`src/rtl/eeg_decimator_framer.sv`:
```
// Decimates the filtered EEG stream, keeping one sample in DECIM, buffers kept samples in a FIFO,
// and emits them on a valid/ready stream with a last flag closing every FRAME_LEN-sample epoch.
module eeg_decimator_framer #(
  parameter int DATA_WIDTH = 16,
  parameter int DECIM      = 4,
  parameter int FRAME_LEN  = 256,
  parameter int FIFO_DEPTH = 16
) (
  input  logic                          clk,
  input  logic                          rstn,
  input  logic                          clear,
  input  logic [DATA_WIDTH-1:0]         data_in,
  input  logic                          in_valid,
  output logic [DATA_WIDTH-1:0]         out_data,
  output logic                          out_valid,
  input  logic                          out_ready,
  output logic                          out_last,
  output logic                          overflow,
  output logic [$clog2(FIFO_DEPTH):0]   fifo_level
);

  localparam int PW = (DECIM > 1) ? $clog2(DECIM) : 1;
  localparam int AW = $clog2(FIFO_DEPTH);
  localparam int LW = $clog2(FIFO_DEPTH) + 1;
  localparam int CW = $clog2(FRAME_LEN);

  localparam logic [PW-1:0] PHASE_LAST = PW'(DECIM - 1);
  localparam logic [CW-1:0] COUNT_LAST = CW'(FRAME_LEN - 1);
  localparam logic [LW-1:0] LEVEL_FULL = LW'(FIFO_DEPTH);

  logic [DATA_WIDTH-1:0] mem [FIFO_DEPTH];

  logic [AW-1:0]         wr_ptr_r, wr_ptr_next_s;
  logic [AW-1:0]         rd_ptr_r, rd_ptr_next_s;
  logic [LW-1:0]         level_r, level_next_s, remain_s;
  logic [PW-1:0]         phase_r, phase_next_s;
  logic [CW-1:0]         count_r, count_next_s;
  logic                  overflow_r, overflow_next_s;
  logic                  out_valid_r, out_valid_next_s;
  logic                  out_last_r, out_last_next_s;
  logic [DATA_WIDTH-1:0] out_data_r, out_data_next_s;

  logic                  keep_s, pop_s, full_s, push_s, drop_s;

  // Handshake decode: which sample is kept, and whether it is pushed or dropped.
  always_comb begin
    keep_s   = in_valid && (phase_r == {PW{1'b0}}) && !clear;
    pop_s    = out_valid_r && out_ready && !clear;
    full_s   = (level_r == LEVEL_FULL);
    push_s   = keep_s && (!full_s || pop_s);
    drop_s   = keep_s && full_s && !pop_s;
    remain_s = level_r - LW'(pop_s);
  end

  // Next-state for counters, pointers and flags; clear overrides push and pop.
  always_comb begin
    phase_next_s    = phase_r;
    count_next_s    = count_r;
    overflow_next_s = overflow_r;
    wr_ptr_next_s   = wr_ptr_r;
    rd_ptr_next_s   = rd_ptr_r;
    level_next_s    = level_r;
    if (clear) begin
      phase_next_s    = {PW{1'b0}};
      count_next_s    = {CW{1'b0}};
      overflow_next_s = 1'b0;
      wr_ptr_next_s   = {AW{1'b0}};
      rd_ptr_next_s   = {AW{1'b0}};
      level_next_s    = {LW{1'b0}};
    end else begin
      if (in_valid) begin
        phase_next_s = (phase_r == PHASE_LAST) ? {PW{1'b0}} : phase_r + PW'(1'b1);
      end else begin
        phase_next_s = phase_r;
      end
      if (pop_s) begin
        count_next_s  = (count_r == COUNT_LAST) ? {CW{1'b0}} : count_r + CW'(1'b1);
        rd_ptr_next_s = rd_ptr_r + AW'(1'b1);
      end else begin
        count_next_s  = count_r;
        rd_ptr_next_s = rd_ptr_r;
      end
      if (push_s) begin
        wr_ptr_next_s = wr_ptr_r + AW'(1'b1);
      end else begin
        wr_ptr_next_s = wr_ptr_r;
      end
      if (drop_s) begin
        overflow_next_s = 1'b1;
      end else begin
        overflow_next_s = overflow_r;
      end
      level_next_s = remain_s + LW'(push_s);
    end
  end

  // Output stage: next head comes from the bypassed input when the queue held only the popped entry.
  always_comb begin
    out_valid_next_s = (level_next_s != {LW{1'b0}});
    out_last_next_s  = out_valid_next_s && (count_next_s == COUNT_LAST);
    if (!out_valid_next_s) begin
      out_data_next_s = out_data_r;
    end else if (remain_s == {LW{1'b0}}) begin
      out_data_next_s = data_in;
    end else begin
      out_data_next_s = mem[rd_ptr_next_s];
    end
  end

  // Sample storage; contents need no reset because level gates every read.
  always_ff @(posedge clk) begin
    if (push_s) begin
      mem[wr_ptr_r] <= data_in;
    end
  end

  // State and registered outputs.
  always_ff @(posedge clk or negedge rstn) begin
    if (!rstn) begin
      wr_ptr_r    <= {AW{1'b0}};
      rd_ptr_r    <= {AW{1'b0}};
      level_r     <= {LW{1'b0}};
      phase_r     <= {PW{1'b0}};
      count_r     <= {CW{1'b0}};
      overflow_r  <= 1'b0;
      out_valid_r <= 1'b0;
      out_last_r  <= 1'b0;
      out_data_r  <= {DATA_WIDTH{1'b0}};
    end else begin
      wr_ptr_r    <= wr_ptr_next_s;
      rd_ptr_r    <= rd_ptr_next_s;
      level_r     <= level_next_s;
      phase_r     <= phase_next_s;
      count_r     <= count_next_s;
      overflow_r  <= overflow_next_s;
      out_valid_r <= out_valid_next_s;
      out_last_r  <= out_last_next_s;
      out_data_r  <= out_data_next_s;
    end
  end

  assign out_data   = out_data_r;
  assign out_valid  = out_valid_r;
  assign out_last   = out_last_r;
  assign overflow   = overflow_r;
  assign fifo_level = level_r;

endmodule
```
`config.mk`:
```
export PLATFORM = sky130hd
export DESIGN_NAME = eeg_decimator_framer
export DESIGN_NICKNAME = d
export VERILOG_FILES = /design/src/rtl/eeg_decimator_framer.sv
export SDC_FILE = /design/constraint.sdc
export NUM_CORES = 1
export LEC_CHECK = 0
export CAP_MARGIN = 20
export CORE_UTILIZATION = 30
export CTS_BUF_LIST = sky130_fd_sc_hd__clkbuf_8
export CTS_CLUSTER_DIAMETER = 50
export DETAILED_ROUTE_END_ITERATION = 16
export SYNTH_ARGS = -nofsm -noshare
export SYNTH_HDL_FRONTEND = slang
export SYNTH_SLANG_ARGS = --single-unit
```
`constraint.sdc`:
```
create_clock -name clk -period 2.8 [get_ports clk]
set_input_delay 0.28 -clock clk [delete_from_list [all_inputs] [get_ports clk]]
set_output_delay 0.28 -clock clk [all_outputs]
set_load 0.02 [all_outputs]
```
==> impl_metrics.tcl, run 1 <==
set metrics [dict create \
    pre_cts_slack_ns -0.398 \
    wl_per_cell_um 19.3 \
    cts_buffers 50 \
    max-cap-violations 0 \
    clock_latency_ns 0.57 \
    rsz0062_at_grt "yes" \
    gp_congestion 0.800 \
    dr.max_layer_used "met4" \
    clk_pin_slew_ns 0.06 \
    dieArea_um2 41900 \
    portBuffers 44 \
    yosysUniqueCellTypes 57 \
    fin_skew_ns 0.0248 \
    fin_nets 1099 \
    cp.required_ns 3.25 \
    drc 0 \
    final_common_cell "edfxtp_1" \
    timing_hold_violations_final 0 \
    drt-met1-wl_um 13700 \
    avgSynthCellArea_um2 13.2 \
    die_w_um 205 \
    dp_cells 1537 \
    arrival_ns 3.16 \
    first_iter_violations 781 \
    synth-main-ff-cell "edfxtp_1" \
    synthCells 937 \
    switching_share_pct 30.6 \
    crit_type "reg2reg" \
    initial_core_util_pct 30.7 \
    instances_no_fill 1629 \
    fillers 3782 \
    finalSetupViolations 0 \
    p_leak_nw 5.61 \
    grt_max_degree 44 \
    slew_viol_final 0 \
    clock_tree.htree_level_count 2 \
    async_flop_share_pct 14.1 \
    crit_fanout 24 \
    dpl.hpwl_um 19600 \
    min_period_over_period_pct 97.0 \
    final_cell_mix "edfxtp_1, nand2_1, a21oi_1, buf_4, clkbuf_8" \
    p_total_mw 11.7 \
    grt_antenna_before_repair 0 \
    p_per_area_nw_per_um2 768 \
    first_pass_iters 7 \
    io_pins 45 \
    num_antenna_cells 0 \
    route.met3.wl_um 2050 \
    yosysSeqAreaShare_pct 70.9 \
    outcome "completed" \
    viasPerCell 4.97 \
    synth_edf_count 256 \
    tightest_slew_ns 0.529 \
    drive_gt1_share_pct 18.2 \
    pwr-share-seq_pct 44.4 \
    dr_total_vias 8091 \
    layout_min_cycle_time_ns 2.72 \
    irDropWorstVdd_v 0.000489 \
    worst-r2r-cell-count 12 \
    wl_um 31400 \
    grt_pass1_wl_um 48400 \
    cts_root_buf "clkbuf_8" \
    area_delta_synth_final_pct 23.8 \
    hold_path_class "in2async" \
    cp-end-kind "flop" \
    syn_area_um2 12300 \
    max-clock-path-buffers 3 \
    cts_tree "built" \
    fmax_mhz 368 \
    slew_headroom_pct 64.6 \
    ys.warnings.count 0 \
    final_util_pct 38.1 \
    wl_met2_um 15200 \
    antenna_left 0 \
    grt_pass1_vias 8035 \
    cts_sinks 298 \
    cts_setup_buffers 0 \
    setup_ws_ns 0.0841 \
    intPower_mw 8.13 \
    p_clk_share_pct 30.2 \
    cp-start-kind "flop" \
    syn-num-nets 970 \
    core_um2 40100 \
    ys_ff_latch 298 \
    share_comb_of_total_power_pct 25.4 \
    track_usage_pct 15.2 \
    std_cell_rows 73 \
    p_sw_mw 3.58 \
    overflow 0 \
    fp.dieH_um 205 \
]
[layout make-up]
class,instances,area (µm²),share of cell area (%)
multi-input combinational,560,3470,22.7
sequential,298,8740,57.3
clock buffer,52,716,4.69
inverter,21,81.3,0.533
timing repair buffer,135,1410,9.23
tap,525,657,4.30
clock inverter,38,190,1.25
[kinds of logic after synthesis]
family / after synthesis / share of synthesized area (%)
XOR/XNOR: 17 / 1.21
adder cells (fa/ha/maj): 12 / 1.22
AND/OR/NAND/NOR: 293 / 10.5
flip-flops: 298 / 70.9
AO/OA/AOI/OAI: 226 / 12.0
multiplexers: 12 / 1.19
buffers and inverters: 79 / 2.91
[worst max-delay path: stages, from the launching register on]
cell       delay, ns
dfrtp_2         0.40
nand3b_1        0.12
inv_1           0.07
buf_4           0.13
ha_2            0.20
xor2_2          0.22
ha_4            0.18
mux2i_1         0.19
o2bb2ai_1       0.14
xnor2_1         0.10
a41o_1          0.29
buf_12          0.18
o41ai_2         0.37
[state kept, by name (all words and copies together), names as in the netlist]
signal,flops
mem,256
out_data,16
count_r,8
fifo_level,5
rd_ptr_r,4
wr_ptr_r,4
phase_r,2
out_last,1
out_valid,1
overflow,1
[metal layers]
| metal | vias to the layer above | track usage, % |
|---|---|---|
| met1 | 4007 | 20.5 |
| met4 | 0 | 3.94 |
| met3 | 47 | 3.12 |
| met5 | - | 0 |
| met2 | 267 | 24.9 |
| li1 | 3770 | - |
[stage by stage]
stage / TNS [ns] / hold slack (ns) / instance area, µm²
after detailed placement: -6.23 / 0.482 / 14200
after CTS: 0 / 0.438 / 15200
after global placement: -3.94 / 0.480 / 14200
after global routing: -0.276 / 0.243 / 15300
final: 0 / 0.221 / 15300
after floorplan: 0 / -0.0156 / 12500
[cell usage after synthesis (3+ instances only)]
library cell,n,area [µm²]
a211oi_1,4,30.0
a21boi_0,15,113
a21oi_1,96,480
a22oi_1,46,345
and2_1,9,56.3
buf_2,27,135
buf_4,5,37.5
clkbuf_1,23,86.3
dfrtp_1,42,1050
edfxtp_1,256,7690
ha_1,12,150
inv_1,18,67.6
mux2i_1,9,90.1
nand2_1,178,668
nand3_1,36,180
nand4_1,3,18.8
nor2_1,28,105
nor2b_1,5,31.3
nor3_1,11,55.1
nor3b_1,3,22.5
o211ai_1,4,30.0
o21ai_0,3,15.0
o22ai_1,16,100
o32ai_1,15,131
o41ai_1,15,131
xnor2_1,6,52.6
xor2_1,11,96.3
[power by group through the flow]
stage / registers [mW] / clock network (mW) / logic, mW
2_1_floorplan: 5.38 / 0 / 1.50
3_3_place_gp: 5.29 / 0 / 2.81
3_5_place_dp: 5.28 / 0 / 2.85
4_1_cts: 5.19 / 3.63 / 2.87
5_1_grt: 5.21 / 3.82 / 3.19
6_report: 5.20 / 3.54 / 2.97
[worst paths after layout]
| kind | from | end | slack [ns] |
|---|---|---|---|
| setup / recovery | out_valid$_DFF_PN0_ | out_data[8]$_DFFE_PN0P_ | 0.08 |
| hold / removal | rstn | out_data[15]$_DFFE_PN0P_ | 0.22 |
| setup reg to reg | out_valid$_DFF_PN0_ | out_data[8]$_DFFE_PN0P_ | 0.08 |
| hold reg to reg | out_data[0]$_DFFE_PN0P_ | out_data[0]$_DFFE_PN0P_ | 0.50 |
| max in group asynchronous | rstn | fifo_level[1]$_DFF_PN0_ | 2.04 |
| min in group clk | data_in[13] | mem[15][13]$_DFFE_PP_ | 0.47 |
[timing repair]
action,in CTS,in global routing
endpoints found under the hold margin,42,0
pin swaps,0,1
gates resized for setup,1,12
hold buffers,1,0
setup endpoints to repair,2,16
(Power assumes the default switching activity.)
==> run 2: changes to the inputs <==
Settings changed: ABC_CLOCK_PERIOD_IN_PS set to 2800, SETUP_SLACK_MARGIN set to 0.2, SLEW_MARGIN set to 30.
==> impl_metrics.tcl, run 2 (synthesis results as in run 1) <==
set metrics [dict create \
    outcome "completed" \
    overflow 0 \
    irDropWorstVdd_v 0.000417 \
    dpl.hpwl_um 19900 \
    slew_viol_final 0 \
    num_antenna_cells 0 \
    regMostFlops "mem" \
    instances_no_fill 1636 \
    first_iter_violations 629 \
    initial_core_util_pct 30.7 \
    finalSetupViolations 0 \
    p_total_mw 12.0 \
    clk_pin_slew_ns 0.06 \
    die_w_um 205 \
    cp-end-kind "flop" \
    clock_latency_ns 0.58 \
    track_usage_pct 15.5 \
    wl_um 32500 \
    cts_root_buf "clkbuf_8" \
    gp_congestion 0.806 \
    grt_use_met2_pct 24.0 \
    clock_tree.htree_level_count 2 \
    arrival_ns 3.11 \
    whs_ns 0.303 \
    grt_antenna_before_repair 0 \
    grt.met3_usage_pct 3.29 \
    max-clock-path-buffers 3 \
    fillers 3721 \
    p_leak_nw 5.77 \
    dieArea_um2 41900 \
    tightest_slew_ns 0.763 \
    fmax_mhz 377 \
    grt_max_degree 33 \
    antenna_left 0 \
    pre_cts_slack_ns -0.290 \
    drc 0 \
    wl_per_cell_um 19.9 \
    layout_min_cycle_time_ns 2.65 \
    first_pass_iters 5 \
    largest_reg_flops 256 \
    setup_ws_ns 0.149 \
    dp_cells 1540 \
    cp.required_ns 3.26 \
    final_common_cell "edfxtp_1" \
    slew_headroom_pct 49.1 \
    fin_skew_ns 0.0234 \
    grt_pass1_wl_um 48800 \
    rsz0062_at_grt "yes" \
    fin_nets 1105 \
    timing_hold_violations_final 0 \
    cp-start-kind "flop" \
    drive_gt1_share_pct 20.0 \
    io_pins 45 \
    crit_fanout 5 \
    area_delta_synth_final_pct 26.0 \
    gr-usage-met1_pct 21.6 \
    core_um2 40100 \
    crit_type "reg2reg" \
    cts_tree "built" \
    hold_path_class "in2async" \
    min_period_over_period_pct 94.7 \
    dr_total_vias 8290 \
    p_per_area_nw_per_um2 776 \
    final_cell_mix "edfxtp_1, nand2_1, a21oi_1, buf_4, clkbuf_8" \
    max-cap-violations 0 \
    cts_sinks 298 \
    grt.busiest_layer "met2" \
    viasPerCell 5.07 \
    fp.dieH_um 205 \
    grt_pass1_vias 7987 \
    std_cell_rows 73 \
    cts_buffers 47 \
    portBuffers 44 \
]
[run 2: layout make-up]
class / count / area [µm²] / area share, %
multi-input cells: 560 / 3510 / 22.6
inverters: 21 / 81.3 / 0.524
well taps: 525 / 657 / 4.23
clock inverters: 28 / 159 / 1.02
flip-flops and latches: 298 / 8740 / 56.3
clock buffers: 60 / 826 / 5.32
repair buffers: 144 / 1550 / 10.0
[run 2: report_power, final]
part / internal [mW] / switching (mW)
logic: 1.38 / 1.71
clock network: 2.03 / 1.73
registers: 5.02 / 0.180
total: 8.43 / 3.62
[run 2: critical path, stage by stage (launching register included)]
cell and delay, ns:
dfrtp_1 0.41, nor4_4 0.27, and3_4 0.23, nor3_4 0.05, ha_4 0.19, buf_6 0.11, and4b_1 0.16, a31oi_1 0.16
xor2_1 0.12, a41o_2 0.34, buf_6 0.15, buf_12 0.13, o41ai_4 0.20
[run 2: per-stage QoR]
stage,TNS [ns],utilization [%],area [µm²]
floorplan,0,-,12600
global placement,-3.00,35.8,14400
detailed placement,-3.41,35.8,14400
CTS,0,38.5,15400
global route,-0.0247,38.7,15500
finish,0,38.7,15500
[run 2: worst paths after layout]
path	cells after the start	from	end	slack, ns
setup / recovery	12	fifo_level[3]$_DFF_PN0_	out_data[1]$_DFFE_PN0P_	0.15
hold / removal	2	rstn	overflow$_DFFE_PN0P_	0.30
setup reg to reg	12	fifo_level[3]$_DFF_PN0_	out_data[1]$_DFFE_PN0P_	0.15
min in group clk	2	data_in[4]	mem[14][4]$_DFFE_PP_	0.47
max in group asynchronous	3	rstn	wr_ptr_r[1]$_DFFE_PN0P_	1.74
hold reg to reg	2	overflow$_DFFE_PN0P_	overflow$_DFFE_PN0P_	0.52
[run 2: per-layer routing]
layer	vias to the layer above	routed length, µm
met3	48	2200
met2	289	14900
met1	4163	14800
met4	0	676
met5	-	0
li1	3790	-
[run 2: what timing repair did]
item | CTS | global route
pin swaps | 5 | 9
hold endpoints to repair | 29 | 0
cloned | 0 | 0
buffers inserted | 5 | 2
hold buffers | 1 | 0
setup endpoints to repair | 12 | 18
resized for setup | 3 | 11
==> variant (config.mk and constraints of run 1) <==
Set the parameter `DECIM` to 2 (it was 4).
--- a/src/rtl/eeg_decimator_framer.sv
+++ b/src/rtl/eeg_decimator_framer.sv
@@ -4,3 +4,3 @@
   parameter int DATA_WIDTH = 16,
-  parameter int DECIM      = 4,
+  parameter int DECIM      = 2,
   parameter int FRAME_LEN  = 256,
Function: changed (a bounded check fails within 4 cycles, from zero or initial values and one cycle with rstn low).
==> variant against run 1 <==
The flow now finishes with violations (negative setup slack); clock skew rose by 0.010 ns; sequential power barely moved; largest power group unchanged; combinational power fell by 6.7%; critical path depth rose by 2; area after synthesis fell by 0.45%; hold slack improved by 0.14 ns; final area rose by 0.16%; routed wire length fell by 5.9%; first-iteration DRC count fell by 36%; sequential cell count fell by 1; global-route usage fell by 1.1 points; total power rose by 1.5%; setup slack got worse by 0.14 ns; critical endpoint is now out_last.
==> variant: results (changes against run 1) <==
{| class="wikitable"
! Metric !! Value
|-
| Timing endpoint of the critical path || out_last
|-
| Seq cells || 297 (-0.34%)
|-
| Worst setup path start || fifo_level[3]
|-
| Post-placement cell count || 1403 (-8.7%)
|-
| Post-synthesis share of cell area spent on xor and xnor gates || 0.999% (-0.21 points)
|-
| Nonclk inv count || 14 (-33%)
|-
| Vias after detailed routing || 7201 (-11%)
|-
| Commonest cells post-synth || 256 x sky130_fd_sc_hd__edfxtp_1, 145 x sky130_fd_sc_hd__mux2i_1, 86 x sky130_fd_sc_hd__nand2_1, 41 x sky130_fd_sc_hd__dfrtp_1, 37 x sky130_fd_sc_hd__nand3_1
|-
| All-layer global routing usage || 14.2% (-1.1 points)
|-
| Post-layout worst setup margin || -0.0561 ns (-0.140 ns)
|-
| Wl on met1 || 13.9 mm (+1.2%)
|-
| Transition time of the tightest slew-check pin || 0.900 ns (+0.371 ns)
|-
| Routed wire length per instance || 19.7 um (+1.9%)
|-
| Multi-input comb cells || 449 (-20%)
|-
| Cells on worst reg2reg path || 14 (+2)
|-
| Net Sw Power || 3.46 mW (-3.3%)
|-
| Number of ordinary and repair buffers in the finished layout || 128 (-5.2%)
|-
| Final Net Count || 970 (-12%)
|-
| Synthesized net count || 828 (-15%)
|-
| Setup violation total in the final timing report || 10 (+10)
|-
| Total met2 wirelength after detailed routing || 13.9 mm (-8.2%)
|-
| Family of cells with the greatest summed delay on the critical path || simple AND/OR/NAND/NOR gates
|-
| Outcome || finished with violations
|-
| Maximum vdd ir drop || 0.361 mV (-26%)
|-
| Source-to-sink clock delay at the later pin of the worst-skew pair || 0.60 ns (+0.03 ns)
|-
| Mean instance size in the synthesized netlist || 15.4 um2 (+17%)
|-
| Synthesized-area fraction occupied by adder cells || 1.02% (-0.20 points)
|-
| Share of cells above drive strength 1 || 19.4% (+1.2 points)
|-
| Area of all sequential standard cells || 8720 um2 (-0.30%)
|-
| CTS buffer count || 49 (-2.0%)
|-
| Met2 usage || 22.7% (-2.2 points)
|-
| Violated checks || negative setup slack
|-
| Hold Slack || 0.364 ns (+0.143 ns)
|-
| Leak Pwr || 5.80 nW (+3.3%)
|-
| Met1 track demand over resource in global routing || 19.5% (-0.92 points)
|-
| Vias in the first global route || 7192 (-10%)
|-
| Maximum fanout along the worst path || 6 (-75%)
|-
| Sequential power share || 43.6% (-0.8 points)
|-
| Setup Skew || 0.0348 ns (+0.00997 ns)
|-
| Sequential share of the synthesized area || 71.0% (+0.11 points)
|-
| Multiplexer share of the synthesized area || 11.8% (+11 points)
|}
variant: cell count changes in the layout (fill, tap and decap cells not counted), moves of 9 or more:
cell | before | now
sky130_fd_sc_hd__a21oi_1 | 96 | 4
sky130_fd_sc_hd__o32ai_1 | 15 | 0
sky130_fd_sc_hd__a22oi_1 | 46 | 0
sky130_fd_sc_hd__mux2i_1 | 9 | 145
sky130_fd_sc_hd__buf_4 | 67 | 58
sky130_fd_sc_hd__clkinv_1 | 15 | 6
sky130_fd_sc_hd__nand2_1 | 177 | 85
sky130_fd_sc_hd__o31ai_1 | 2 | 13
sky130_fd_sc_hd__o221ai_2 | 0 | 13
sky130_fd_sc_hd__o41ai_2 | 11 | 0
variant: cell families (layout without fill, tap and decap cells):
family,Yosys count,count (layout)
flip-flops,297,297
AND/OR/NAND/NOR,198,198
AO/OA/AOI/OAI,82,82
XOR/XNOR,14,14
adder cells (fa/ha/maj),10,10
multiplexers,145,145
buffers and inverters,51,233
